$ cat src/rtl/ble_crc24_append.sv
// BLE CRC-24 appender: echoes the serial air bitstream with one cycle of latency
// and, after the final PDU bit, emits the 24-bit CRC MSB-first at CLK_PER_BIT spacing.
// The preamble and access address (PREFIX_BITS) bypass the CRC.
module ble_crc24_append #(
  parameter int CRC_STATE_BIT_WIDTH = 24,
  parameter int CLK_PER_BIT         = 16,
  parameter int PREFIX_BITS         = 40
) (
  input  logic                           clk,
  input  logic                           rst,
  input  logic [CRC_STATE_BIT_WIDTH-1:0] crc_state_init_bit,
  input  logic                           crc_state_init_bit_load,
  input  logic                           info_bit,
  input  logic                           info_bit_valid,
  input  logic                           info_bit_valid_last,
  output logic                           info_bit_after_crc24,
  output logic                           info_bit_after_crc24_valid,
  output logic                           info_bit_after_crc24_valid_last
);

  localparam int W       = CRC_STATE_BIT_WIDTH;
  localparam int CNT_MAX = (PREFIX_BITS > W) ? PREFIX_BITS : W;
  localparam int CNT_W   = $clog2(CNT_MAX + 1);
  localparam int TMR_W   = (CLK_PER_BIT > 1) ? $clog2(CLK_PER_BIT) : 1;

  // x^24+x^10+x^9+x^6+x^4+x^3+x+1 without the implicit x^24 term
  localparam logic [W-1:0] POLY_TAPS = W'(24'h00065B);
  localparam logic [W-1:0] INIT_RST  = W'(24'h555555);

  typedef enum logic [1:0] {
    S_IDLE,
    S_PREFIX,
    S_PDU,
    S_CRC_OUT
  } state_t;

  state_t             r_state;
  state_t             w_state_nxt;
  logic [W-1:0]       r_init_shadow;
  logic [W-1:0]       r_lfsr;
  logic [CNT_W-1:0]   r_cnt;
  logic [TMR_W-1:0]   r_tmr;
  logic               w_in_accept;
  logic               w_crc_tick;
  logic               w_crc_done;
  logic               w_enter_crc;

  // One Galois-form LFSR step: feedback is the incoming bit against the MSB.
  function automatic logic [W-1:0] crc_step(input logic [W-1:0] s, input logic b);
    logic fb;
    fb       = b ^ s[W-1];
    crc_step = {s[W-2:0], 1'b0} ^ (fb ? POLY_TAPS : '0);
  endfunction

  assign w_in_accept = info_bit_valid && (r_state != S_CRC_OUT);
  assign w_crc_tick  = (r_state == S_CRC_OUT) && (r_tmr == '0);
  assign w_crc_done  = w_crc_tick && (r_cnt == CNT_W'(W - 1));
  assign w_enter_crc = (r_state != S_CRC_OUT) && (w_state_nxt == S_CRC_OUT);

  // Next-state logic; a flagged last bit closes the packet from any receive state.
  always_comb begin
    w_state_nxt = r_state;
    case (r_state)
      S_IDLE: begin
        if (info_bit_valid) begin
          if (info_bit_valid_last)   w_state_nxt = S_CRC_OUT;
          else if (PREFIX_BITS <= 1) w_state_nxt = S_PDU;
          else                       w_state_nxt = S_PREFIX;
        end
      end
      S_PREFIX: begin
        if (info_bit_valid) begin
          if (info_bit_valid_last)                        w_state_nxt = S_CRC_OUT;
          else if (r_cnt == CNT_W'(PREFIX_BITS - 1))      w_state_nxt = S_PDU;
        end
      end
      S_PDU: begin
        if (info_bit_valid && info_bit_valid_last) w_state_nxt = S_CRC_OUT;
      end
      S_CRC_OUT: begin
        if (w_crc_done) w_state_nxt = S_IDLE;
      end
      default: w_state_nxt = S_IDLE;
    endcase
  end

  // State register.
  always_ff @(posedge clk) begin
    if (rst) r_state <= S_IDLE;
    else     r_state <= w_state_nxt;
  end

  // Init shadow: may be reloaded at any time, only consumed at packet start.
  always_ff @(posedge clk) begin
    if (rst)                          r_init_shadow <= INIT_RST;
    else if (crc_state_init_bit_load) r_init_shadow <= crc_state_init_bit;
  end

  // Working LFSR, prefix/CRC bit counter and CRC bit-spacing timer.
  always_ff @(posedge clk) begin
    if (rst) begin
      r_lfsr <= '0;
      r_cnt  <= '0;
      r_tmr  <= '0;
    end else begin
      case (r_state)
        S_IDLE: begin
          if (info_bit_valid) begin
            r_lfsr <= r_init_shadow;
            r_cnt  <= CNT_W'(1);
          end
        end
        S_PREFIX: begin
          if (info_bit_valid) r_cnt <= r_cnt + CNT_W'(1);
        end
        S_PDU: begin
          if (info_bit_valid) r_lfsr <= crc_step(r_lfsr, info_bit);
        end
        S_CRC_OUT: begin
          if (w_crc_tick) begin
            r_lfsr <= {r_lfsr[W-2:0], 1'b0};
            r_cnt  <= r_cnt + CNT_W'(1);
            r_tmr  <= TMR_W'(CLK_PER_BIT - 1);
          end else begin
            r_tmr  <= r_tmr - TMR_W'(1);
          end
        end
        default: ;
      endcase
      if (w_enter_crc) begin
        r_cnt <= '0;
        r_tmr <= TMR_W'(CLK_PER_BIT - 1);
      end
    end
  end

  // Registered output: echoed input bit or next CRC bit, zero when not strobed.
  always_ff @(posedge clk) begin
    if (rst) begin
      info_bit_after_crc24            <= 1'b0;
      info_bit_after_crc24_valid      <= 1'b0;
      info_bit_after_crc24_valid_last <= 1'b0;
    end else begin
      info_bit_after_crc24            <= 1'b0;
      info_bit_after_crc24_valid      <= 1'b0;
      info_bit_after_crc24_valid_last <= 1'b0;
      if (w_in_accept) begin
        info_bit_after_crc24       <= info_bit;
        info_bit_after_crc24_valid <= 1'b1;
      end else if (w_crc_tick) begin
        info_bit_after_crc24            <= r_lfsr[W-1];
        info_bit_after_crc24_valid      <= 1'b1;
        info_bit_after_crc24_valid_last <= w_crc_done;
      end
    end
  end

endmodule

$ cat config.mk
export PLATFORM = sky130hd
export DESIGN_NAME = ble_crc24_append
export DESIGN_NICKNAME = d
export VERILOG_FILES = /design/src/rtl/ble_crc24_append.sv
export SDC_FILE = /design/constraint.sdc
export NUM_CORES = 1
export LEC_CHECK = 0
export ABC_AREA = 1
export BUFFER_PORTS_ARGS = -buffer_cell sky130_fd_sc_hd__buf_2
export CAP_MARGIN = 20
export CORE_MARGIN = 2
export CORE_UTILIZATION = 35
export DETAILED_ROUTE_END_ITERATION = 8
export GPL_TIMING_DRIVEN = 0
export MAX_ROUTING_LAYER = met4
export PLACE_DENSITY = 0.61
export SLEW_MARGIN = 20
export SYNTH_ARGS = -nofsm -noshare
export SYNTH_HDL_FRONTEND = slang
export SYNTH_SLANG_ARGS = --single-unit
$ cat constraint.sdc
create_clock -name clk -period 1.73 [get_ports clk]
set_clock_uncertainty 0.05 [all_clocks]
set_input_delay 0.519 -clock clk [delete_from_list [all_inputs] [get_ports clk]]
set_output_delay 0.519 -clock clk [all_outputs]
set_load 0.02 [all_outputs]
Word level (Yosys, flattened, before mapping)
Index checks and enable logic that the tools add are counted.
Widths: inputs -> output; s select.

storage, ports and cells
  bits in registers = 63
  bits in latches = 0
  bits in writable memories = 0
  memory bits (read-only) = 0
  logic and storage cells = 62
  memories kept = 0

cells by class
  $add $sub $neg = 2
  multipliers = 0
  divide/modulo/power cells = 0
  $lt $le $gt $ge = 0
  eq/ne operators = 11
  shift-type cells = 0
  mux-type cells = 24
  bitwise logic cells = 3
  reduce and logical (&&, ||, !) cells = 14

operator list
  operator             number
  $mux 24              3
  $pmux 24 s3          1
  $xor 24x11->24       1
  $mux 6               3
  $pmux 6 s3           1
  $mux 2               7
  $mux 4               3
  $mux 11              1
  $ne 2x2->1 const B   5
  $pmux 2 s4           1
  $reduce_and 4->1     2
  $add 6x1->6 const B  1
  $eq 2x2->1 const B   3
  $eq 6x5->1 const B   1
  $eq 6x6->1 const B   1
  $reduce_bool 3->1    2
  $logic_and 1x1->1    5
  $logic_not 4->1      1
  $mux 1               4
  $sub 4x1->4 const B  1
  $reduce_or 3->1      1
  $eq 2x1->1 const B   1
  $logic_not 2->1      1
  $reduce_bool 2->1    1
  3 further kinds      3

Longest topological paths before layout
  depth after elaboration = 8
  gate-level depth with buffers = 12
  gate-level depth less buffers = 12

Worst setup path before layout
OpenSTA, ideal clock, no wires.

  path kind = reg-to-reg
  start = reg r_tmr[0]
  end = reg r_tmr[3]
  library setup time = 0.114 ns
  data arrival time = 1.421 ns
  data required time = 1.566 ns
  path slack = 0.145 ns
  stages on the path, launching flop included = 12
  path buffers = 0
  path through = dfxtp_1 inv_1 ha_1 nand3_1 nor2_4 nand2_4 a21oi_4 nand3_2 nand2_1 nand2_1 o21bai_1 inv_1

between the ends
  word-level cells in the longest chain between the ends = 8
  elaborated cells on any way between the ends = 12
  classes of those cells = add/sub: 1; eq/ne: 1; mux: 5; reduce/logical: 5

RTL lines
  element                                      RTL line  source
  from (decl)                                  42        logic [TMR_W-1:0] r_tmr;
  from (signal assigned)                       123       r_tmr <= TMR_W'(CLK_PER_BIT - 1);
  from (signal assigned)                       125       r_tmr <= r_tmr - TMR_W'(1);
  from (signal assigned)                       132       r_tmr <= TMR_W'(CLK_PER_BIT - 1);
  $logic_not 4->1                              56        assign w_crc_tick = (r_state == S_CRC_OUT) && (r_tmr == '0);
  $logic_and 1x1->1                            56
  $logic_and 1x1->1                            57        assign w_crc_done = w_crc_tick && (r_cnt == CNT_W'(W - 1));
  $mux 2                                       81        if (w_crc_done) w_state_nxt = S_IDLE;
  $pmux 2 s4                                   63        case (r_state)
  $eq 2x2->1                                   58        assign w_enter_crc = (r_state != S_CRC_OUT) && (w_state_nxt == S_CRC_OUT);
  $logic_and 1x1->1                            58
  $mux 4 or $reduce_bool 2->1 (tied branches)  --

Parallel ways exist; a longest one is shown, timed or not. The select of a mux whose other input is x is not followed.
A chain may end at the register's enable or synchronous reset.

Worst setup path in the final report
Same ends and word-level chain as after synthesis.

==> results.sh <==
export IMPL_critical_path_reg2reg_startpoint="r_tmr[0]$_SDFFE_PP0P_"
export IMPL_outcome="finished clean"
export IMPL_hold_path_class="in2reg"
export IMPL_timing_critical_path_to_type="flip-flop"
export IMPL_synth_top_cell_by_area="sky130_fd_sc_hd__dfxtp_1"
export IMPL_vias_per_cell=4.86
export IMPL_clkPwrFrac_pct=32.6
export IMPL_sequentialPowerShare_pct=49.7
export IMPL_timing_reg2reg_setup_slack_ps=90
export IMPL_count_of_endpoints_failing_hold_in_the_final_timing_report=0
export IMPL_max_vdd_ir_drop_mv=0.380
export IMPL_start_util_pct=35.7
export IMPL_netSwitchingFraction_pct=29.8
export IMPL_synthCells=356
export IMPL_root_buffer="sky130_fd_sc_hd__clkbuf_8"
export IMPL_wl_um=6250
export IMPL_capture_point_of_the_worst_path="r_tmr[3]$_SDFFE_PP0P_"
export IMPL_drt_pass1_iterations=4
export IMPL_yosysWarnings=0
export IMPL_seq_area_frac_synth_pct=46.3
export IMPL_area_used_by_multi_input_combinational_logic_um2=1350
export IMPL_cp_common_cell="sky130_fd_sc_hd__nand2_1"
export IMPL_die_h_um=92.3
export IMPL_route_vias_total=2460
export IMPL_netlist_top_cells_count="88 x sky130_fd_sc_hd__nand2_1, 63 x sky130_fd_sc_hd__dfxtp_1, 38 x sky130_fd_sc_hd__o21ai_0"
export IMPL_grt_max_degree=11
export IMPL_grt_use_total_pct=15.9
export IMPL_mappedNetlistNets=388
export IMPL_antenna_diode_count=0
export IMPL_crit_fanout=4
export IMPL_final_layout_size_suffix_gt1_share_pct=20.0
export IMPL_clock_fmax_mhz=608
export IMPL_cts_sinks=63
export IMPL_timing_critical_path_slowest_stage_cell="sky130_fd_sc_hd__dfxtp_1"
export IMPL_power_share_combinational_pct=17.7
export IMPL_synth_area_top_cells="sky130_fd_sc_hd__dfxtp_1 46%, sky130_fd_sc_hd__nand2_1 12%, sky130_fd_sc_hd__o21ai_0 7.0%, sky130_fd_sc_hd__a31oi_1 4.6%, sky130_fd_sc_hd__nand3_1 4.6%"
export IMPL_antenna_found_initial=0
export IMPL_reg2reg_depth=11
export IMPL_remaining_drc_errors=0
export IMPL_wl_per_cell_um=12.3
export IMPL_postRouteAntennaNets=0
export IMPL_power_density_cell_area_nw_per_um2=1040
export IMPL_timing_setup_critical_path_class="reg2reg"
export IMPL_area_delta_synth_final_pct=18.4
export IMPL_ys_ff_latch=63
export IMPL_worst_path_dominant_cell_family="simple AND/OR/NAND/NOR gates"
export IMPL_drt_initial_drc_count=154
export IMPL_cts_buffers_inserted=9
export IMPL_clock_insertion_delay_worst_skew_ps=340
export IMPL_final_setup_worst_slack_ps=86.4
export IMPL_worst_endpoint_arrival_ps=1840
export IMPL_synth_edf_count=0
export IMPL_final_min_clock_period_ps=1640
export IMPL_place_gp_congestion=0.848
export IMPL_layout_worst_path_cycle_share_pct=95.0
export IMPL_floorplan_die_area_um2=8510
export IMPL_worst_path_cell_chain="inv_2 -> ha_4 -> nand3_4 -> nor2_4 -> nand2_4 -> a21oi_4 -> nand3_2 -> nand2_1 -> nand2_1 -> o21bai_1 -> inv_1"
export IMPL_detailed_place_area_um2=3010
export IMPL_intPower_uw=2370
export IMPL_core_box_area_um2=7650
export IMPL_clk_pin_slew_ps=70
export IMPL_tritoncts="yes"
export IMPL_final_seq_area_um2=1260
export IMPL_critical_path_startpoint_type="flip-flop"
export IMPL_p_switching_uw=1000
export IMPL_post_synth_top_area_fraction_pct=46.3
export IMPL_regToRegEndpoint="r_tmr[3]$_SDFFE_PP0P_"
export IMPL_final_nets=432
export IMPL_max_cap_violations=0
export IMPL_clock_tree_buffer_depth=2
export IMPL_core_rowCount=32
export IMPL_critical_path_startpoint="r_tmr[0]$_SDFFE_PP0P_"
export IMPL_critical_path_max_stage_delay_ps=350
export IMPL_grt_overflow_total=0
export IMPL_final_fill_count=809
export IMPL_finalSetupViolCount=0
export IMPL_static_leakage_uw=0.00138
export IMPL_first_global_vias=2286
export IMPL_postSynth_topFlopCell="sky130_fd_sc_hd__dfxtp_1"
export IMPL_placement_io_buffers=32
export IMPL_post_synth_top_count_cell="sky130_fd_sc_hd__nand2_1"
export IMPL_detailedPlace_worstSlack_ps=-80.8
export IMPL_worstMarginPinSlew_ps=494
export IMPL_critical_path_required_ps=1920
export IMPL_post_dp_hpwl_um=4440
export IMPL_crit_cells=11
export IMPL_synth_async_reset_ratio_pct=0
export IMPL_mean_instance_size_in_the_synthesized_netlist_um2=7.66
export IMPL_crit_buf_inv=2
export IMPL_ys_types=29
export IMPL_fin_max_slew_vios=0
export IMPL_finalInstanceArea_um2=3230
export IMPL_global_route_wire_length_before_repair_um=10400
export IMPL_clock_tree_htree_level_count=3
export IMPL_netlist_area_um2=2730
export IMPL_i_o_pin_count=33
export IMPL_fp_dieW_um=92.3
export IMPL_relSlewSlack_pct=67.1
[per-stage QoR]
step / total power, µW / TNS [ps] / instances / util [%] / hold WS (ps)
after floorplan: 2100 / 0 / 356 / - / 374
after global placement: 2250 / -359 / 490 / 39.4 / 396
after detailed placement: 2260 / -506 / 490 / 39.4 / 399
after CTS: 3390 / 0 / 505 / 41.8 / 316
after global routing: 3570 / -2.68 / 506 / 42.2 / 324
final: 3370 / 0 / 506 / 42.2 / 335
[worst min path at each step]
stage / from / endpoint / depth (start not counted)
global route: crc_state_init_bit[10] / r_init_shadow[10]$_SDFFE_PP1P_ / 3
finish: crc_state_init_bit[10] / r_init_shadow[10]$_SDFFE_PP1P_ / 3
global placement: r_init_shadow[8]$_SDFFE_PP1P_ / r_init_shadow[8]$_SDFFE_PP1P_ / 2
floorplan: r_init_shadow[0]$_SDFFE_PP1P_ / r_init_shadow[0]$_SDFFE_PP1P_ / 2
CTS: crc_state_init_bit[10] / r_init_shadow[10]$_SDFFE_PP1P_ / 3
detailed placement: r_init_shadow[18]$_SDFFE_PP1P_ / r_init_shadow[18]$_SDFFE_PP1P_ / 2
[final cells by class]
cell class / instances / share of cell area (%)
well taps: 102 / 3.95
clock buffers: 11 / 4.38
flip-flops and latches: 63 / 39.1
clock inverters: 4 / 0.698
inverters: 20 / 2.33
multi-input cells: 255 / 41.7
plain buffers: 18 / 2.60
repair buffers: 33 / 5.19
[cell usage in the layout (no fill, tap or decap), drive strengths merged]
| cell | Yosys | final |
|---|---|---|
| nand2 | 93 | 93 |
| dfxtp | 63 | 63 |
| o21ai | 38 | 38 |
| buf | 6 | 38 |
| nor2 | 33 | 33 |
| nand3 | 28 | 28 |
| clkbuf | 12 | 24 |
| a31oi | 20 | 20 |
| inv | 20 | 20 |
| a21oi | 18 | 18 |
| xnor2 | 6 | 6 |
| nor3 | 5 | 5 |
| xor2 | 4 | 4 |
| nand4 | 3 | 3 |
| clkinv | 0 | 3 |
| ha | 2 | 2 |
| or2 | 1 | 1 |
| and3 | 1 | 1 |
| nor4 | 1 | 1 |
| o31ai | 1 | 1 |
| o21bai | 1 | 1 |
| clkinvlp | 0 | 1 |
[registers in the layout, summed over array words and instances, names as in the netlist]
name / cells
r_lfsr: 24
info_bit_after_crc24: 1
r_state: 2
info_bit_after_crc24_valid_last: 1
r_cnt: 6
r_init_shadow: 24
info_bit_after_crc24_valid: 1
r_tmr: 4
[logic make-up after synthesis]
family | after synthesis | share of synthesized area (%)
flops | 63 | 46.3
simple gates | 165 | 28.0
compound gates | 78 | 16.0
xor+xnor | 10 | 3.21
buf+inv | 38 | 5.64
fa+ha+maj | 2 | 0.918
[what timing repair did]
action	CTS	global route
setup endpoints to repair	12	30
cloned	0	0
pin swaps	1	1
hold buffers	0	0
setup buffers	0	1
endpoints found under the hold margin	0	0
gates resized for setup	4	11
[metal layers]
metal	share of wire (%)	global-route usage (%)
met5	0	-
met4	1.2	4.85
met3	4.4	6.24
met2	48	25.0
met1	47	18.7
[worst min-delay path, cell delays in order]
cell and delay, ps:
sky130_fd_sc_hd__buf_2 70, sky130_fd_sc_hd__nand2_1 40, sky130_fd_sc_hd__nand3_1 60
[power by group through the flow]
stage	clock, µW	sequential (µW)	combinational (µW)
after global routing	1200	1690	673
final	1100	1680	595
after CTS	1130	1670	581
after detailed placement	0	1700	561
after floorplan	0	1680	416
after global placement	0	1700	554
No activity file was read; power rests on OpenSTA's default activity.
